--- config.mk ---
export PLATFORM = sky130hd
export DESIGN_NAME = fetch_ctrl
export DESIGN_NICKNAME = d
export VERILOG_FILES = /design/src/rtl/fetch_ctrl_pkg.sv /design/src/rtl/fetch_ctrl_pending_redirect.sv /design/src/rtl/fetch_ctrl.sv
export SDC_FILE = /design/constraint.sdc
export NUM_CORES = 1
export LEC_CHECK = 0
export BUFFER_PORTS_ARGS = -buffer_cell sky130_fd_sc_hd__buf_4
export CORE_MARGIN = 2
export CORE_UTILIZATION = 51
export CTS_BUF_LIST = sky130_fd_sc_hd__clkbuf_2 sky130_fd_sc_hd__clkbuf_4 sky130_fd_sc_hd__clkbuf_8
export DETAILED_ROUTE_END_ITERATION = 8
export PLACE_DENSITY_LB_ADDON = 0.15
export SYNTH_ARGS = -nofsm -noshare
export SYNTH_HDL_FRONTEND = slang
export SYNTH_SLANG_ARGS = --single-unit
--- constraint.sdc ---
create_clock -name clk -period 4.7 [get_ports clk]
set_input_delay 0 -clock clk [delete_from_list [all_inputs] [get_ports clk]]
set_output_delay 0 -clock clk [all_outputs]
set_load 0.03 [all_outputs]
--- src/rtl/fetch_ctrl_pkg.sv ---
// Shared fetch-side constants: reset PC and the sequential PC increment,
// kept in step with the fetch unit.
package fetch_ctrl_pkg;

  localparam logic [31:0] RESET_PC_DEFAULT = 32'h0000_3000;
  localparam logic [31:0] PC_INCR          = 32'd4;

endpackage

--- src/rtl/fetch_ctrl_pending_redirect.sv ---
// Holds a branch/jump redirect that arrived while fetch was stalled and
// selects the next PC (fresh redirect > pending redirect > PC + 4).
module pending_redirect
  import fetch_ctrl_pkg::*;
(
  input  logic        clk,
  input  logic        reset,
  input  logic        stall_i,
  input  logic        br_valid_i,
  input  logic [31:0] br_target_i,
  input  logic [31:0] pc_i,
  output logic [31:0] npc_o
);

  logic        pend_flag_q;
  logic        pend_flag_d;
  logic [31:0] pend_tgt_q;
  logic [31:0] pend_tgt_d;

  // Next-PC select: a fresh pulse wins over anything parked during a stall.
  always_comb begin
    npc_o = pc_i + PC_INCR;
    if (br_valid_i) begin
      npc_o = br_target_i;
    end else if (pend_flag_q) begin
      npc_o = pend_tgt_q;
    end else begin
      npc_o = pc_i + PC_INCR;
    end
  end

  always_comb begin
    pend_flag_d = pend_flag_q;
    pend_tgt_d  = pend_tgt_q;
    if (stall_i) begin
      if (br_valid_i) begin
        pend_flag_d = 1'b1;
        pend_tgt_d  = br_target_i;
      end else begin
        pend_flag_d = pend_flag_q;
        pend_tgt_d  = pend_tgt_q;
      end
    end else begin
      // Any selected redirect is handed to the fetch unit this cycle.
      pend_flag_d = 1'b0;
      pend_tgt_d  = pend_tgt_q;
    end
  end

  always_ff @(posedge clk) begin
    if (reset) begin
      pend_flag_q <= 1'b0;
      pend_tgt_q  <= 32'd0;
    end else begin
      pend_flag_q <= pend_flag_d;
      pend_tgt_q  <= pend_tgt_d;
    end
  end

endmodule

--- src/rtl/fetch_ctrl.sv ---
// Fetch-side controller: next-PC/PC-enable generation, IF/ID pipeline
// register (delay slot never squashed) and debug fetch/stall counters.
module fetch_ctrl
  import fetch_ctrl_pkg::*;
#(
  parameter logic [31:0] RESET_PC = RESET_PC_DEFAULT
) (
  input  logic        clk,
  input  logic        reset,
  input  logic [31:0] FC_i_PC,
  input  logic [31:0] FC_i_Instr,
  input  logic        FC_i_Stall,
  input  logic        FC_i_BrValid,
  input  logic [31:0] FC_i_BrTarget,
  output logic [31:0] FC_o_nPC,
  output logic        FC_o_En,
  output logic [31:0] FC_o_D_Instr,
  output logic [31:0] FC_o_D_PC,
  output logic        FC_o_D_Valid,
  output logic [31:0] FC_o_FetchCnt,
  output logic [31:0] FC_o_StallCnt
);

  logic [31:0] d_instr_q, d_instr_d;
  logic [31:0] d_pc_q, d_pc_d;
  logic        d_valid_q, d_valid_d;
  logic [31:0] fetch_cnt_q, fetch_cnt_d;
  logic [31:0] stall_cnt_q, stall_cnt_d;

  pending_redirect u_pending_redirect (
    .clk         (clk),
    .reset       (reset),
    .stall_i     (FC_i_Stall),
    .br_valid_i  (FC_i_BrValid),
    .br_target_i (FC_i_BrTarget),
    .pc_i        (FC_i_PC),
    .npc_o       (FC_o_nPC)
  );

  assign FC_o_En = ~FC_i_Stall;

  always_comb begin
    d_instr_d   = d_instr_q;
    d_pc_d      = d_pc_q;
    d_valid_d   = d_valid_q;
    fetch_cnt_d = fetch_cnt_q;
    stall_cnt_d = stall_cnt_q;
    if (FC_i_Stall) begin
      stall_cnt_d = stall_cnt_q + 32'd1;
    end else begin
      d_instr_d   = FC_i_Instr;
      d_pc_d      = FC_i_PC;
      d_valid_d   = 1'b1;
      fetch_cnt_d = fetch_cnt_q + 32'd1;
    end
  end

  always_ff @(posedge clk) begin
    if (reset) begin
      d_instr_q   <= 32'd0;
      d_pc_q      <= RESET_PC;
      d_valid_q   <= 1'b0;
      fetch_cnt_q <= 32'd0;
      stall_cnt_q <= 32'd0;
    end else begin
      d_instr_q   <= d_instr_d;
      d_pc_q      <= d_pc_d;
      d_valid_q   <= d_valid_d;
      fetch_cnt_q <= fetch_cnt_d;
      stall_cnt_q <= stall_cnt_d;
    end
  end

  assign FC_o_D_Instr  = d_instr_q;
  assign FC_o_D_PC     = d_pc_q;
  assign FC_o_D_Valid  = d_valid_q;
  assign FC_o_FetchCnt = fetch_cnt_q;
  assign FC_o_StallCnt = stall_cnt_q;

endmodule

# --- Yosys cells after proc, flatten, opt, wreduce, memory -nomap -nowiden ---
# Index checks and enable logic that the tools add are counted.
op_classes:
  reduce_logical: 2
  bitwise: 1
  n_mux: 2
  add_sub_neg: 3
ops:
  columns: ["operator", "count"]
  rows:
  - ["adder 32 x 1 -> 32 bit, second input constant", 2]
  - ["2-to-1 mux 32 bit", 2]
  - ["adder 32 x 3 -> 32 bit, second input constant", 1]
  - ["AND reduction 2 bit", 1]
  - ["OR reduction 2 bit", 1]
  - ["NOT 1 bit", 1]
word_totals:
  in_bits: 100
  regBits: 162
  output_inout_bits: 162

# --- Depth between registers and ports, before layout ---
# Gate-level depths: netlist of run 1.
depth:
  depth_word: 3
  ltp_mapped: 7

# --- Hierarchy ---
# From an unflattened synthesis of run 1, not the netlist that was laid out.
hier_totals:
  hier_cells: 884
  area_unflattened_um2: 7528.5
by_module_without_submodules:
  columns: ["module", "cells_per_inst", "n_inst", "area_each_um2"]
  rows:
  - ["fetch_ctrl", 557, 1, 5217.5]
  - ["pending_redirect", 327, 1, 2311.0]

# --- Worst setup path before layout of run 1 ---
# No wires, ideal clock.
synth_timing:
  path_kind: "register to register"
  from: "register stall_cnt_q[0] (netlist: FC_o_StallCnt[0])"
  to: "register stall_cnt_q[24] (netlist: FC_o_StallCnt[24])"
  slack_ns: 2.922
  path_stages_with_launch: 7
  arrival_ns: 1.650
  n_path_buf: 0
  period_less_slack_ns: 1.778
  cell_sequence: "dfxtp_1 > ha_1 > and3_1 > nand3_2 > nor4_1 > xnor2_1 > nor2_1"
synth_via:
  elab_chain_cells: 1
synth_lines:
  columns: ["item", "line_no", "rtl"]
  rows:
  - ["start: declaration", "fetch_ctrl.sv:28", "logic [31:0] stall_cnt_q, stall_cnt_d;"]
  - ["start signal: assignment", "fetch_ctrl.sv:70", "stall_cnt_q <= stall_cnt_d;"]
  - ["adder 32 x 1 -> 32 bit", "fetch_ctrl.sv:49", "stall_cnt_d = stall_cnt_q + 32'd1;"]
# No other way between the ends.
# A chain may end at the register's enable or synchronous reset.

# --- Worst setup path after layout of run 1 ---
layout_timing:
  from: "register u_pending_redirect.pend_flag_q"
  to: "output port FC_o_nPC[18]"
layout_via:
  elab_chain_cells: 2
layout_lines:
  columns: ["item", "line_no", "rtl"]
  rows:
  - ["start: declaration", "fetch_ctrl_pending_redirect.sv:15", "logic pend_flag_q;"]
  - ["start signal: assignment", "fetch_ctrl_pending_redirect.sv:55", "pend_flag_q <= pend_flag_d;"]
  - ["2-to-1 mux 32 bit", "fetch_ctrl_pending_redirect.sv:25", "end else if (pend_flag_q) begin"]
  - ["2-to-1 mux 32 bit", "fetch_ctrl_pending_redirect.sv:23", "if (br_valid_i) begin"]
  - ["end: declaration", "fetch_ctrl.sv:15", "output logic [31:0] FC_o_nPC,"]
# No other way between the ends.

==> impl_metrics.ini, run 1 <==
[sta]
clock_skew_ns = 0.01091
maxSlewHeadroom = 0.2312
finalCritPeriodShare = 0.6132
setup_viol = 0
period_minus_slack_ns = 2.882
timing.fmax_mhz = 347.0
rsz0062_at_grt = no
hold_viol = 0
fin_setup_tns_ns = 0
finalMaxSlewViolations = 0
worst_pin_slew_ns = 1.150

[global_route]
antenna_found_initial = 0
grt_max_degree = 78
overflow = 0
grt_pass1_wl_mm = 37.26
grt_pass1_vias = 7643
track_usage = 0.3100

[synth]
synth_cell_types = 40
ys.flop_type = dfxtp_1
synth-async-reset-ratio = 0
syn_area_per_cell_um2 = 8.501
synth_area_mm2 = 0.007345
synthTopCellsByArea = dfxtp_1, mux2i_1, nor2_1
synth_warnings = 0
synth_top_area_frac = 0.4416
ys_seq_elements = 162
ys_seq_area_frac = 0.4416
syn-num-nets = 967
yosysTopAreaCell = dfxtp_1
synth_edf_count = 0
synthCells = 864

[routing]
detail-route-antenna-nets = 0
wl_per_cell_um = 16.89
first_pass_iters = 7
drc_errors = 0
num_vias = 7688
drt_wl_total_mm = 23.79
drt_iter0_drc = 560
detail_route.vias_per_cell = 5.456

[finish]
num_antenna_cells = 0
fin_area_mm2 = 0.01093
nets = 1319
postLayoutCoreUtil = 0.7810
drive_above_1_share = 0.2539
syn2layout_area_growth_pct = 48.76

[setup_path]
worst-path-buf-inv = 1
cp_max_fo = 23
worstSetupEndpoint = FC_o_nPC[18]
max_stage_delay_ns = 0.94
start_kind = register
startpoint = u_pending_redirect.pend_flag_q
crit_chain = nor2b_1 -> a22oi_1 -> nand3_1 -> buf_4
r2r_end = FC_o_StallCnt[20]
critical_path_arrival_ns = 2.88
cp_top_family = simple AND/OR/NAND/NOR gates
cp_data_required_time_ns = 4.70
r2r-start = FC_o_StallCnt[0]
rr_worst_depth = 6
crit_type = register to output pin
critPathCaptureType = output pin
worst-path-stages = 4
crit_slowest_cell = nor2b_1
r2r_slack_ns = 2.88

[pwr]
seqPwrFrac = 0.473
p_clk_frac = 0.332
p_per_area_mw_per_mm2 = 282.3
p_leak_nw = 4.735
p_switching_mw = 0.9201
combPwrFrac = 0.195
power.internal_mw = 2.164
sw_frac_of_total = 0.2983
irDropWorstVdd_v = 0.0002359
total_power_mw = 3.084

[cts]
cts.htree.levels = 4
cts_setup_buffers = 0
clock_sinks = 162
clk_latency_ns = 0.46
cts_buffer_depth = 2
tritoncts = done
ctsResizeCount = 0
clk_pin_slew_worst_paths_ns = 0.10
cts_buffers = 17
ctsRootBufferMaster = clkbuf_8

[hold_path]
hold_class = primary input to register
hold_path_depth = 3

[die]
dieWidth_um = 124.0
core_area_mm2 = 0.01399
die-height_um = 124.0
die-area_mm2 = 0.01538
io_pins = 262
initial_core_util = 0.5250
num_rows = 43

[place]
place.gp.congestion = 0.8465
hpwl_mm = 14.19
port-buffer-count = 261
dpl_cell_area_mm2 = 0.009360

[outcome]
status = complete, no violations

[job]
cap_violations = 0
how the worst min path moves through the flow:
stage,startpoint,to,slack [ns]
floorplan,FC_i_BrTarget[0],u_pending_redirect.pend_tgt_q[0],0.14
global placement,FC_i_Instr[4],FC_o_D_Instr[4],0.23
detailed placement,FC_i_Instr[21],FC_o_D_Instr[21],0.24
CTS,FC_i_Instr[21],FC_o_D_Instr[21],0.29
global route,reset,FC_o_D_PC[23],0.31
finish,reset,FC_o_D_Instr[19],0.31
power by group through the flow:
stage | Combinational (mW) | Sequential, mW | Clock (mW)
after global placement | 0.499 | 1.48 | 0
after global routing | 0.636 | 1.46 | 1.09
after CTS | 0.584 | 1.45 | 1.03
after detailed placement | 0.503 | 1.49 | 0
final | 0.603 | 1.46 | 1.02
after floorplan | 0.216 | 1.55 | 0
per-layer routing:
layer / track usage / wire, µm / part of all wire / vias up
met5: 0 / 0 / 0 / -
met4: 0.1566 / 1037 / 0.044 / 0
met3: 0.09020 / 1931 / 0.081 / 92
met2: 0.5361 / 11690 / 0.49 / 385
met1: 0.3469 / 9130 / 0.38 / 3536
li1: - / - / - / 3675
cell usage after synthesis (3+ instances only):
| cell type | n |
|---|---|
| o22ai_1 | 5 |
| buf_1 | 4 |
| nor3_1 | 12 |
| ha_1 | 3 |
| and2_1 | 3 |
| or3_1 | 9 |
| a22oi_1 | 14 |
| buf_2 | 14 |
| nand3_1 | 35 |
| and3_1 | 9 |
| nor2_1 | 133 |
| xnor2_1 | 37 |
| o21ai_0 | 30 |
| and4_1 | 13 |
| nor4_1 | 13 |
| nor2b_1 | 4 |
| mux2i_1 | 70 |
| a21oi_1 | 52 |
| nand2_1 | 106 |
| dfxtp_1 | 162 |
| nand4_1 | 26 |
| xor2_1 | 42 |
| nand3_2 | 4 |
| clkbuf_1 | 31 |
| inv_1 | 13 |
cell type report:
cell class | instances | area [µm²]
multi-input combinational | 639 | 3850
sequential | 162 | 3243
timing repair buffer | 382 | 3161
fill | 933 | 3063
clock buffer | 17 | 234.0
tap | 180 | 225.2
clock inverter | 15 | 160.2
inverter | 14 | 52.55
sequential cells by signal, indices dropped and copies added, names as in the netlist:
signal                          count
FC_o_D_Instr                       32
FC_o_StallCnt                      32
FC_o_FetchCnt                      32
u_pending_redirect.pend_flag_q      1
FC_o_D_Valid                        1
FC_o_D_PC                          32
u_pending_redirect.pend_tgt_q      32
cell usage in the layout (no fill, tap or decap), types with 2 or more instances in the layout:
cell | netlist | layout
ha_1 | 3 | 3
xnor2_1 | 37 | 37
or2_2 | 2 | 2
dfxtp_1 | 162 | 162
nand3b_1 | 2 | 2
nor2_1 | 133 | 132
clkinvlp_4 | 0 | 5
or3_1 | 9 | 9
inv_6 | 0 | 2
o21ai_0 | 30 | 30
and2_1 | 3 | 3
nand3_1 | 35 | 35
nor2b_1 | 4 | 4
nor4_2 | 2 | 2
nand2_1 | 106 | 106
clkbuf_8 | 0 | 17
nor4_1 | 13 | 13
o22ai_1 | 5 | 5
buf_4 | 0 | 265
clkinv_2 | 0 | 2
inv_1 | 13 | 13
clkinv_4 | 0 | 4
dlygate4sd3_1 | 0 | 117
bufinv_16 | 0 | 2
nor3_1 | 12 | 12
nand4_2 | 2 | 2
mux2i_1 | 70 | 70
nand4_1 | 26 | 26
a22oi_1 | 14 | 14
nand3_2 | 4 | 4
a21oi_1 | 52 | 52
and3_1 | 9 | 9
a211o_1 | 2 | 2
xor2_1 | 42 | 42
and4_1 | 13 | 13
logic make-up after synthesis:
logic type	share of synthesized area
AOI/OAI and AO/OA	0.07939
xor gates and xnor gates	0.09421
adders and majority gates	0.005111
buffers and inverters	0.03458
DFF	0.4416
muxes	0.09693
and+or+nand+nor	0.2482
per-stage QoR:
stage          instances  hold slack (ns)  worst slack (ns)
4_1_cts             1409           0.2891             1.836
3_3_place_gp        1260           0.2299             2.394
2_1_floorplan        864           0.1360             2.922
3_5_place_dp        1260           0.2370             2.353
5_1_grt             1409           0.3136             1.669
6_report            1409           0.3061             1.818
tightest hold or removal path, delay by kind of cell:
kind,cells,cell delay (ns)
buffers and inverters,2,0.57
and+or+nand+nor,1,0.16
repair_timing:
item                                   in CTS  in global routing
hold buffers                              117                  0
setup endpoints to repair                   0                  0
endpoints found under the hold margin      97                  0
(Power assumes the default switching activity.)
==> inputs of run 2 (changes only) <==
ABC_AREA = 1   (was unset)
clock period = 2.8 ns   (was 4.7 ns; I/O delays follow)
==> impl_metrics.ini, run 2 <==
[hold_path]
hold_class = primary input to register
hold_path_depth = 5

[routing]
drt_iter0_drc = 763
drt_wl_total_mm = 28.41
drc_errors = 0
detail-route-antenna-nets = 0
num_vias = 9780
detail_route.vias_per_cell = 5.281
first_pass_iters = 5
wl_per_cell_um = 15.34

[synth]
synthXorXnorAreaFrac = 0.01823
synth_cell_types = 40
syn-num-nets = 1372
synthMostInstantiatedCell = nor2_1
syn_area_per_cell_um2 = 6.434
synth_top_area_frac = 0.3972
synthTopCellsByArea = dfxtp_1, nor2_1, nand2_1
synth_area_mm2 = 0.008165
synth-async-reset-ratio = 0
ys_top_cells_by_count = nor2_1, nand2_1, dfxtp_1
synthMuxAreaShare = 0
ys_seq_area_frac = 0.3972
synth_top_family_by_area = simple AND/OR/NAND/NOR gates
synth_edf_count = 0
synth_warnings = 0
synth_compound_area_frac = 0.1327
yosysTopAreaCell = dfxtp_1
synth-simple-area-share = 0.3789
ys_seq_elements = 162
ys.flop_type = dfxtp_1
synth_fa_ha_area_frac = 0.004597
synthCells = 1269

[setup_path]
max_stage_delay_ns = 0.56
rr_worst_depth = 5
cp_top_family = buffers and inverters
cp_max_fo = 4
worst-path-buf-inv = 3
start_kind = primary input
crit_type = primary input to output pin
critical_path_arrival_ns = 2.27
cp_data_required_time_ns = 2.80
crit_chain = dlygate4sd3_1 -> buf_4 -> ha_1 -> nand2_1 -> nor2_1 -> nand3_1 -> nor2_1 -> nor2_1 -> o21ai_0 -> nand2_1 -> buf_4
r2r_slack_ns = 1.05
crit_top_cell = nor2_1
worst-path-stages = 11
critPathCaptureType = output pin
crit_slowest_cell = dlygate4sd3_1

[place]
hpwl_mm = 17.89
port-buffer-count = 261
dpl_cell_area_mm2 = 0.01025
dp.cells = 1702
place.gp.congestion = 0.9584

[job]
cap_violations = 0

[pwr]
p_leak_nw = 5.324
irDropWorstVdd_v = 0.0004559
p_switching_mw = 1.682
sw_frac_of_total = 0.3068
combPwrFrac = 0.205
power.internal_mw = 3.800
p_per_area_mw_per_mm2 = 462.0
seqPwrFrac = 0.450
p_clk_frac = 0.345

[die]
dieWidth_um = 130.5
io_pins = 262
initial_core_util = 0.5178
core_area_mm2 = 0.01577
num_rows = 46
die-height_um = 130.5
die-area_mm2 = 0.01704

[cts]
cts.htree.levels = 4
clock_sinks = 162
cts_setup_buffers = 0
clk_latency_ns = 0.46
cts_buffer_depth = 2
cts_buffers = 17
tritoncts = done
ctsRootBufferMaster = clkbuf_8
clk_pin_slew_worst_paths_ns = 0.10

[finish]
nFillCells = 1256
nets = 1726
syn2layout_area_growth_pct = 45.30
final_common_cell = nor2_1
layout_common_cells = nor2_1, nand2_1, buf_4
stdcell_count = 1852
drive_above_1_share = 0.2054
fin_area_mm2 = 0.01186
num_antenna_cells = 0

[global_route]
grt_pass1_wl_mm = 44.33
grt_max_degree = 82
grt_pass1_vias = 9194
antenna_found_initial = 0
track_usage = 0.3269
overflow = 0

[sta]
timing.fmax_mhz = 439.6
holdWs_ns = 0.1052
finalMaxSlewViolations = 0
fin_setup_tns_ns = 0
hold_viol = 0
clock_skew_ns = 0.01452
rsz0062_at_grt = no
finalCritPeriodShare = 0.8125
maxSlewHeadroom = 0.4670
worst_pin_slew_ns = 0.7994
setup_viol = 0
period_minus_slack_ns = 2.275

[outcome]
status = complete, no violations
-- run 2: kinds of logic (layout without fill, tap and decap cells) --
logic type,Yosys count,count (layout)
buffers and inverters,141,508
AO/OA/AOI/OAI,209,209
adder cells (fa/ha/maj),3,3
flip-flops,162,162
AND/OR/NAND/NOR,737,737
XOR/XNOR,17,17
-- run 2: repair_timing --
| item | in CTS | in global routing |
|---|---|---|
| resized for setup | 0 | 0 |
| hold endpoints to repair | 99 | 0 |
| hold buffers | 118 | 0 |
-- run 2: layout make-up --
class / instances / area, µm² / share of cell area
Timing Repair Buffer: 389 / 3228 / 0.2721
Inverter: 87 / 327.8 / 0.02763
Tap cell: 216 / 270.3 / 0.02278
Clock buffer: 19 / 255.2 / 0.02151
Multi-Input combinational cell: 966 / 4364 / 0.3679
Clock inverter: 13 / 175.2 / 0.01476
Sequential cell: 162 / 3243 / 0.2734
-- run 2: final timing paths --
kind / from / endpoint
worst max-delay path: FC_i_PC[2] / FC_o_nPC[24]
worst min-delay path: FC_i_BrValid / u_pending_redirect.pend_tgt_q[5]
worst max register to register: FC_o_StallCnt[6] / FC_o_StallCnt[21]
worst min register to register: u_pending_redirect.pend_tgt_q[4] / u_pending_redirect.pend_tgt_q[4]
-- run 2: power by group through the flow --
stage / clock network (mW) / registers (mW) / logic (mW)
floorplan: 0 / 2.64 / 0.410
global placement: 0 / 2.51 / 0.938
detailed placement: 0 / 2.51 / 0.946
CTS: 1.89 / 2.46 / 1.09
global route: 1.99 / 2.48 / 1.20
finish: 1.89 / 2.47 / 1.12
-- run 2: routing by layer --
layer	up-vias	part of all wire	wire, µm	GRT usage
li1	4762	-	-	-
met1	4452	0.40	11320	0.3870
met2	458	0.48	13660	0.5490
met3	108	0.074	2116	0.07166
met4	0	0.046	1315	0.1871
met5	-	0	0	0
-- run 2: worst min-delay path: cells and delay by family --
kind / cells / cell delay (ns)
buf+inv: 2 / 0.32
simple gates: 2 / 0.14
compound gates: 1 / 0.05
-- run 2: stage by stage --
stage | util | setup slack, ns | power, mW
2_1_floorplan | - | 1.021 | 3.050
3_3_place_gp | 0.6501 | 1.141 | 3.444
3_5_place_dp | 0.6501 | 1.101 | 3.456
4_1_cts | 0.7523 | 0.6815 | 5.438
5_1_grt | 0.7523 | 0.3924 | 5.666
6_report | 0.7523 | 0.5250 | 5.482
